==> config.mk <==
export PLATFORM = sky130hd
export DESIGN_NAME = streamcalc_issuer
export DESIGN_NICKNAME = d
export VERILOG_FILES = /design/src/rtl/streamcalc_pkg.sv /design/src/rtl/streamcalc_cmd_fifo.sv /design/src/rtl/streamcalc_issuer.sv
export SDC_FILE = /design/constraint.sdc
export NUM_CORES = 1
export LEC_CHECK = 0
export ABC_AREA = 1
export BUFFER_PORTS_ARGS = -buffer_cell sky130_fd_sc_hd__clkbuf_2
export CAP_MARGIN = 20
export CORE_UTILIZATION = 55
export DETAILED_ROUTE_END_ITERATION = 10
export PLACE_DENSITY = 0.78
export SLEW_MARGIN = 0
export SYNTH_ARGS = -nofsm -noshare
export SYNTH_HDL_FRONTEND = slang
export SYNTH_SLANG_ARGS = --single-unit
==> constraint.sdc <==
create_clock -name clk -period 2.25 [get_ports clk]
set_input_delay 0.1125 -clock clk [delete_from_list [all_inputs] [get_ports clk]]
set_output_delay 0.1125 -clock clk [all_outputs]
set_load 0.01 [all_outputs]
==> src/rtl/streamcalc_pkg.sv <==
// Shared opcode constants, default widths and the issuer state encoding for the stream calculator.
package streamcalc_pkg;

    localparam int DATA_W_DEF = 8;
    localparam int OP_W_DEF   = 3;

    localparam logic [2:0] OP_ADD  = 3'd0;
    localparam logic [2:0] OP_SUB  = 3'd1;
    localparam logic [2:0] OP_MUL  = 3'd2;
    localparam logic [2:0] OP_DIV  = 3'd3;
    localparam logic [2:0] OP_FDIV = 3'd4;
    localparam logic [2:0] OP_PUSH = 3'd5;
    localparam logic [2:0] OP_POP  = 3'd6;
    localparam logic [2:0] OP_BAD  = 3'd7;

    typedef enum logic [1:0] {
        ST_IDLE  = 2'd0,
        ST_ISSUE = 2'd1,
        ST_WAIT  = 2'd2,
        ST_RESP  = 2'd3
    } iss_state_e;

endpackage

==> src/rtl/streamcalc_cmd_fifo.sv <==
// Command FIFO: synchronous write/read, read data is the head entry (show-ahead), 0-cycle read latency.
// Writes are dropped when full and reads when empty; the caller owns the ready/valid handshake.
module streamcalc_cmd_fifo #(
    parameter int WIDTH = 11,
    parameter int DEPTH = 4
) (
    input  logic             clk,
    input  logic             rst_n,
    input  logic             wr_en_i,
    input  logic [WIDTH-1:0] wr_dat_i,
    input  logic             rd_en_i,
    output logic [WIDTH-1:0] rd_dat_o,
    output logic             full_o,
    output logic             empty_o
);

    localparam int AW = $clog2(DEPTH);
    localparam int PW = AW + 1;

    logic [WIDTH-1:0] mem_q [DEPTH];
    logic [PW-1:0]    wr_ptr_q;
    logic [PW-1:0]    rd_ptr_q;
    logic             wr_fire;
    logic             rd_fire;

    // Extra pointer MSB distinguishes full from empty when the index bits match.
    assign empty_o  = (wr_ptr_q == rd_ptr_q);
    assign full_o   = (wr_ptr_q[AW] != rd_ptr_q[AW]) && (wr_ptr_q[AW-1:0] == rd_ptr_q[AW-1:0]);
    assign wr_fire  = wr_en_i && !full_o;
    assign rd_fire  = rd_en_i && !empty_o;
    assign rd_dat_o = mem_q[rd_ptr_q[AW-1:0]];

    always_ff @(posedge clk or negedge rst_n) begin
        if (!rst_n) begin
            wr_ptr_q <= '0;
            rd_ptr_q <= '0;
        end else begin
            if (wr_fire) begin
                wr_ptr_q <= wr_ptr_q + PW'(1);
            end
            if (rd_fire) begin
                rd_ptr_q <= rd_ptr_q + PW'(1);
            end
        end
    end

    always_ff @(posedge clk) begin
        if (wr_fire) begin
            mem_q[wr_ptr_q[AW-1:0]] <= wr_dat_i;
        end
    end

endmodule

==> src/rtl/streamcalc_issuer.sv <==
// Issuer: queues host (op,data) commands and runs them one at a time through the calculator; apply 1 cycle after accept.
// Response is registered 1 cycle after calc_valid; cmd_ready = !full, and no new apply while a response awaits rsp_ready.
module streamcalc_issuer
    import streamcalc_pkg::*;
#(
    parameter int DATA_W  = DATA_W_DEF,
    parameter int OP_W    = OP_W_DEF,
    parameter int DEPTH   = 4,
    parameter int TIMEOUT = 16
) (
    input  logic              clk,
    input  logic              rst_n,
    input  logic              cmd_valid,
    output logic              cmd_ready,
    input  logic [OP_W-1:0]   cmd_op,
    input  logic [DATA_W-1:0] cmd_data,
    output logic              calc_apply,
    output logic [OP_W-1:0]   calc_op,
    output logic [DATA_W-1:0] calc_in,
    input  logic              calc_valid,
    input  logic              calc_err,
    input  logic [DATA_W-1:0] calc_out,
    output logic              rsp_valid,
    input  logic              rsp_ready,
    output logic [OP_W-1:0]   rsp_op,
    output logic [DATA_W-1:0] rsp_data,
    output logic              rsp_err,
    output logic              rsp_timeout,
    output logic              busy
);

    localparam int CNT_W = $clog2(TIMEOUT);
    // The counter reaches TIMEOUT-1 on the increment out of this value, so the
    // response window closes TIMEOUT cycles after the apply cycle.
    localparam logic [CNT_W-1:0] CNT_LAST = CNT_W'(TIMEOUT - 2);

    iss_state_e              state_q;
    logic [CNT_W-1:0]        cnt_q;
    logic                    apply_q;
    logic [OP_W-1:0]         op_q;
    logic [DATA_W-1:0]       in_q;
    logic                    rsp_vld_q;
    logic [OP_W-1:0]         rsp_op_q;
    logic [DATA_W-1:0]       rsp_dat_q;
    logic                    rsp_err_q;
    logic                    rsp_to_q;

    logic                    fifo_full;
    logic                    fifo_empty;
    logic                    fifo_rd;
    logic [OP_W+DATA_W-1:0]  fifo_rd_dat;

    assign fifo_rd = (state_q == ST_IDLE);

    streamcalc_cmd_fifo #(
        .WIDTH (OP_W + DATA_W),
        .DEPTH (DEPTH)
    ) u_cmd_fifo (
        .clk      (clk),
        .rst_n    (rst_n),
        .wr_en_i  (cmd_valid),
        .wr_dat_i ({cmd_op, cmd_data}),
        .rd_en_i  (fifo_rd),
        .rd_dat_o (fifo_rd_dat),
        .full_o   (fifo_full),
        .empty_o  (fifo_empty)
    );

    always_ff @(posedge clk or negedge rst_n) begin
        if (!rst_n) begin
            state_q   <= ST_IDLE;
            cnt_q     <= '0;
            apply_q   <= 1'b0;
            op_q      <= '0;
            in_q      <= '0;
            rsp_vld_q <= 1'b0;
            rsp_op_q  <= '0;
            rsp_dat_q <= '0;
            rsp_err_q <= 1'b0;
            rsp_to_q  <= 1'b0;
        end else begin
            case (state_q)
                ST_IDLE: begin
                    if (!fifo_empty) begin
                        {op_q, in_q} <= fifo_rd_dat;
                        apply_q      <= 1'b1;
                        state_q      <= ST_ISSUE;
                    end
                end
                ST_ISSUE: begin
                    apply_q <= 1'b0;
                    cnt_q   <= '0;
                    state_q <= ST_WAIT;
                end
                ST_WAIT: begin
                    if (calc_valid) begin
                        rsp_vld_q <= 1'b1;
                        rsp_op_q  <= op_q;
                        rsp_dat_q <= calc_out;
                        rsp_err_q <= calc_err;
                        rsp_to_q  <= 1'b0;
                        state_q   <= ST_RESP;
                    end else if (cnt_q == CNT_LAST) begin
                        rsp_vld_q <= 1'b1;
                        rsp_op_q  <= op_q;
                        rsp_dat_q <= '0;
                        rsp_err_q <= 1'b0;
                        rsp_to_q  <= 1'b1;
                        state_q   <= ST_RESP;
                    end else begin
                        cnt_q <= cnt_q + CNT_W'(1);
                    end
                end
                ST_RESP: begin
                    if (rsp_ready) begin
                        rsp_vld_q <= 1'b0;
                        state_q   <= ST_IDLE;
                    end
                end
                default: state_q <= ST_IDLE;
            endcase
        end
    end

    assign cmd_ready   = !fifo_full;
    assign calc_apply  = apply_q;
    assign calc_op     = op_q;
    assign calc_in     = in_q;
    assign rsp_valid   = rsp_vld_q;
    assign rsp_op      = rsp_op_q;
    assign rsp_data    = rsp_dat_q;
    assign rsp_err     = rsp_err_q;
    assign rsp_timeout = rsp_to_q;
    assign busy        = !fifo_empty || (state_q != ST_IDLE);

endmodule

; Word level (Yosys, flattened, before mapping)
; Memories as Yosys holds them, arrays and structs flattened. A register that Yosys moved wholly into a read port is not among the register bits.
; Index checks and enable logic that the tools add are counted.
[word_totals]
reg_bits = 27
latchBits = 0
ramBits = 44
rom_bits = 0
output_inout_bits = 28
mem_count = 1
[op_classes]
add_sub_neg = 3
n_mul = 0
n_div = 0
order_cmp = 0
eq_ne = 12
n_shift = 0
mux = 23
n_bitwise = 1
reduce_logical = 19
[memory_table]
columns = memory, words, width, read_ports, rd_ports_with_merged_regs, wr, line_no
row1 = u_cmd_fifo.mem_q, 4, 11, 1, 1, 1, streamcalc_cmd_fifo.sv:20  ; logic [WIDTH-1:0] mem_q [DEPTH];
[op_table]
columns = cell, count
row1 = $mux W8, 2
row2 = $reduce_bool A2 Y1, 5
row3 = $mux W1, 9
row4 = $reduce_and A3 Y1, 3
row5 = $mux W2, 4
row6 = $mux W4, 2
row7 = $ne A2 B2 Y1 const B, 4
row8 = $pmux W2 S4, 1
row9 = $pmux W4 S2, 1
row10 = $add A3 B1 Y3 const B, 2
row11 = $mux W3, 2
row12 = $reduce_and A2 Y1, 3
row13 = $add A4 B1 Y4 const B, 1
row14 = $eq A2 B2 Y1 const B, 2
row15 = $eq A4 B4 Y1 const B, 1
row16 = $pmux W1 S2, 2
row17 = $eq A3 B3 Y1, 1
row18 = $logic_and A1 B1 Y1, 3
row19 = $logic_not A1 Y1, 3
row20 = $ne A3 B3 Y1 const B, 1
row21 = $eq A2 B1 Y1 const B, 1
row22 = $eq A2 B2 Y1, 1
row23 = $logic_not A2 Y1, 1
row24 = $logic_or A1 B1 Y1, 1
row25 = 2 further kinds, 2

; Longest topological paths before layout
[depth]
ltp_word = 6
ltp_mapped = 9
depth_no_buf = 9

; Hierarchy
; From an unflattened synthesis, not the netlist that was laid out.
[hier_totals]
cells_unflattened = 332
hier_area_um2 = 3509.6
[by_module_without_submodules]
columns = mod, n_inst, cells_per_inst, area_each_um2, seq_area_each_um2
row1 = streamcalc_cmd_fifo, 1, 167, 2082.0, 1471.4
row2 = streamcalc_issuer, 1, 165, 1427.6, 800.8

; Least setup slack after synthesis
; Ideal clock, no wire load.
[synth_timing]
kind = reg2reg
from = reg u_cmd_fifo.rd_ptr_q[0]
to = mem u_cmd_fifo.mem_q[0][0] (enable)
setup_ps = 378
arrival_time_ps = 1412
required_time_ps = 1872
path_slack_ps = 460
path_stages_with_launch = 6
cell_sequence = dfrtp_1 > buf_6 > xnor2_2 > nand4_2 > nand2_2 > nor2_1
[synth_between]
elab_chain_len = 6
[synth_rtl]
columns = item, line_no
row1 = "start, declared", streamcalc_cmd_fifo.sv:22  ; logic [PW-1:0] rd_ptr_q;
row2 = "start signal, assigned", streamcalc_cmd_fifo.sv:42  ; rd_ptr_q <= rd_ptr_q + PW'(1);
row3 = $eq A2 B2 Y1, streamcalc_cmd_fifo.sv:28  ; assign full_o = (wr_ptr_q[AW] != rd_ptr_q[AW]) && (wr_ptr_q[AW-1:0] == rd_ptr_q[AW-1:0]);
row4 = $logic_and A1 B1 Y1, streamcalc_cmd_fifo.sv:28
row5 = $logic_not A1 Y1, -
row6 = net cmd_ready, streamcalc_issuer.sv:14  ; output logic cmd_ready,
row7 = $logic_and A1 B1 Y1, streamcalc_cmd_fifo.sv:29  ; assign wr_fire = wr_en_i && !full_o;
row8 = $mux W1, streamcalc_cmd_fifo.sv:48  ; if (wr_fire) begin
row9 = $mux W1 (not written as such), streamcalc_cmd_fifo.sv:49  ; mem_q[wr_ptr_q[AW-1:0]] <= wr_dat_i;
row10 = "end, declared", streamcalc_cmd_fifo.sv:20
; The timed path passes the listed nets, and every way through them passes these cells.

; Worst setup path after layout
[layout_timing]
from = reg u_cmd_fifo.rd_ptr_q[1]
to = mem u_cmd_fifo.mem_q[3][2] (enable)
[layout_between]
elab_chain_len = 6
[layout_rtl]
columns = item, line_no
row1 = $eq A2 B2 Y1, streamcalc_cmd_fifo.sv:28
row2 = $logic_and A1 B1 Y1, streamcalc_cmd_fifo.sv:28
row3 = $logic_not A1 Y1, streamcalc_cmd_fifo.sv:29
row4 = $logic_and A1 B1 Y1, streamcalc_cmd_fifo.sv:29
row5 = $mux W1, streamcalc_cmd_fifo.sv:48
row6 = $mux W1 (not written as such), streamcalc_cmd_fifo.sv:49
; Every way passes these cells.

==> impl_metrics.py <==
metrics = {
    "final_layout": {
        "drive_gt1_frac": 0.204,
        "antenna_cells": 0,
        "fillers": 441,
        "nets": 419,
        "seqCellArea_um2": 2270,
        "fin_cells": 462,
        "area_delta_synth_final_pct": 20.4,
        "multi_input_area_um2": 996,
    },
    "detailed_routing": {
        "drt_first_pass_iters": 4,
        "drc": 0,
        "ant_nets": 0,
        "routedWlPerCell_um": 14.9,
        "viasPerCell": 5.24,
        "num_vias": 2421,
        "postRouteWirelength_mm": 6.90,
        "first_iter_violations": 165,
    },
    "clock_network": {
        "cts_buffers": 9,
        "cts_sinks": 82,
        "worst_skew_pair.late_latency_ps": 350,
        "ctsResizeCount": 0,
        "cts_root_buf": "clkbuf_8",
        "holdBufCountCts": 19,
        "path_clk_slew_ps": 80,
        "post_cts_buffers": 0,
        "cts_tree": "yes",
        "htree_levels": 3,
        "clk_path_buf_depth": 2,
    },
    "die": {
        "die_area_um2": 6540,
        "die_x_um": 80.9,
        "start_util": 0.574,
        "die_y_um": 80.9,
        "pin_count": 53,
        "core_um2": 5960,
        "core.rowCount": 28,
    },
    "worst_setup_path": {
        "r2r_end": "u_cmd_fifo.mem_q[3][2]",
        "arrival_ps": 2040,
        "cp.required_ps": 2300,
        "crit_path_start": "u_cmd_fifo.rd_ptr_q[1]",
        "rr_worst_depth": 7,
        "setup.worst_path.start_class": "register",
        "cp-endpoint": "u_cmd_fifo.mem_q[3][2]",
        "rrSetupSlack_ps": 260,
        "critPathMaxFanout": 15,
        "crit_path_end_kind": "register",
        "r2r_start": "u_cmd_fifo.rd_ptr_q[1]",
        "worstSetupPathType": "reg -> reg",
    },
    "synthesis": {
        "synth-edff-count": 44,
        "synth_ff_type": "edfxtp_1",
        "synth_cells": 304,
        "ys_types": 26,
        "async_flop_share": 0.463,
        "yosysMostFrequentCell": "nand2_1",
        "synth.avg_cell_area_um2": 11.3,
        "yosys-top-cells-area": "edfxtp_1 39%, dfrtp_1 28%, nand2_1 8.3%, ha_1 4.4%, o21ai_0 4.1%",
        "synth_commonest_cells": "76 x nand2_1, 44 x edfxtp_1, 38 x dfrtp_1",
        "ys_seq_area_frac": 0.664,
        "syn-num-nets": 341,
        "synth_area_leader_cell": "edfxtp_1",
        "synth_top_area_frac": 0.386,
        "ys_warn_count": 0,
        "syn-cell-area_um2": 3420,
        "ys_ff_latch": 82,
    },
    "placement": {
        "dp_cells": 426,
        "hpwl_mm": 4.81,
        "portBuffers": 52,
        "gp_congestion": 0.799,
    },
    "timing": {
        "hold_violations": 0,
        "max_slew.worst_pin.slew_ps": 918,
        "rsz0062_at_grt": "no",
        "max-slew-margin-rel": 0.388,
        "fmax_ghz": 0.503,
        "setup_viol": 0,
        "slew_viol_final": 0,
        "tns_ps": 0,
        "post-route-period-util": 0.884,
        "fin_crit_ps": 1990,
        "skew_ps": 7.61,
    },
    "pwr": {
        "leakage_nw": 1.90,
        "powerDensity_nw_per_um2": 1300,
        "ir_drop_mv": 0.626,
    },
    "global_routing": {
        "first_global_vias": 2308,
        "track_usage": 0.231,
        "antenna_found_initial": 0,
        "grt_max_degree": 39,
        "grt_pass1_wl_mm": 10.9,
        "grt_overflow": 0,
    },
    "min_path": {
        "min-delay-start": "cmd_data[1]",
        "hp-class": "in -> reg",
    },
    "flow_run": {
        "drv_cap": 0,
    },
    "status": {
        "status": "finished clean",
    },
}
==> sequential cells by signal, summed over array words and instances (netlist names) <==
| register | flops |
|---|---|
| u_cmd_fifo.mem_q | 44 |
| rsp_op | 3 |
| state_q | 2 |
| rsp_timeout | 1 |
| calc_op | 3 |
| rsp_data | 8 |
| u_cmd_fifo.wr_ptr_q | 3 |
| rsp_err | 1 |
| calc_in | 8 |
| rsp_valid | 1 |
| cnt_q | 4 |
| calc_apply | 1 |
| u_cmd_fifo.rd_ptr_q | 3 |
==> area by class of cell <==
| class | instances | area share |
|---|---|---|
| Clock inverter | 6 | 0.0106 |
| Tap cell | 75 | 0.0228 |
| Timing Repair Buffer | 77 | 0.121 |
| Sequential cell | 82 | 0.551 |
| Multi-Input combinational cell | 189 | 0.242 |
| Inverter | 23 | 0.0216 |
| Clock buffer | 10 | 0.0310 |
==> stage by stage <==
stage	power [mW]	cell area (µm²)	utilization	hold slack, ps	setup slack [ps]
global route	5.78	4120	0.692	5.12	55.0
CTS	5.38	4110	0.690	0.111	284
detailed placement	4.43	3750	0.629	289	341
global placement	4.33	3750	0.629	279	456
floorplan	3.83	3420	-	-183	460
finish	5.35	4120	0.692	26.4	262
==> kinds of logic after synthesis <==
kind of cell	share of synthesized area
DFF	0.664
xor gates and xnor gates	0.0124
adders and majority gates	0.0439
AOI/OAI and AO/OA	0.0856
buffers and inverters	0.0446
and+or+nand+nor	0.149
==> power by group <==
group / switching, mW / internal (mW) / total [mW]
clock network: 0.514 / 0.400 / 0.915
logic: 1.26 / 0.775 / 2.04
registers: 0.305 / 2.09 / 2.39
total: 2.08 / 3.26 / 5.35
==> critical path, cell delays in order, from the launching register on <==
cell	delay [ps]
dfrtp_1	560
inv_1	240
nand2_1	100
nand2_1	110
nand4_2	180
nand2_2	140
nor2_1	150
buf_4	220
==> metal layers <==
metal,wire (µm),global-route usage,vias to the layer above
met5,0,0,-
met4,102,0.0929,0
met3,353,0.0573,10
met2,3270,0.373,72
met1,3180,0.300,1154
li1,-,-,1185
==> placed cells by master (no fill, tap or decap) <==
| cell | n |
|---|---|
| clkbuf_1 | 1 |
| clkinv_1 | 1 |
| nand4_1 | 1 |
| xor2_1 | 2 |
| xnor2_2 | 1 |
| a21oi_1 | 1 |
| clkbuf_2 | 52 |
| buf_4 | 5 |
| o21ai_0 | 28 |
| edfxtp_1 | 44 |
| dlygate4sd3_1 | 20 |
| nand2_1 | 76 |
| clkinv_4 | 3 |
| o22ai_1 | 11 |
| nand2_2 | 1 |
| nand4_2 | 1 |
| nand3_2 | 1 |
| nand2_4 | 1 |
| a22o_1 | 9 |
| clkinvlp_2 | 2 |
| inv_1 | 21 |
| ha_1 | 12 |
| clkbuf_8 | 9 |
| inv_4 | 1 |
| xnor2_1 | 1 |
| nor2_1 | 30 |
| or2_2 | 1 |
| dfrtp_1 | 38 |
| nand3_1 | 12 |
| clkinvlp_4 | 1 |
==> worst min path at each step <==
stage,end,slack [ps],depth (start not counted)
floorplan,calc_apply,-180,0
global placement,cnt_q[0],280,1
detailed placement,cnt_q[2],290,1
CTS,u_cmd_fifo.mem_q[1][0],0.1,1
global route,u_cmd_fifo.mem_q[1][1],5,1
finish,u_cmd_fifo.mem_q[0][1],30,1
Power figures use the tool's default switching activity.
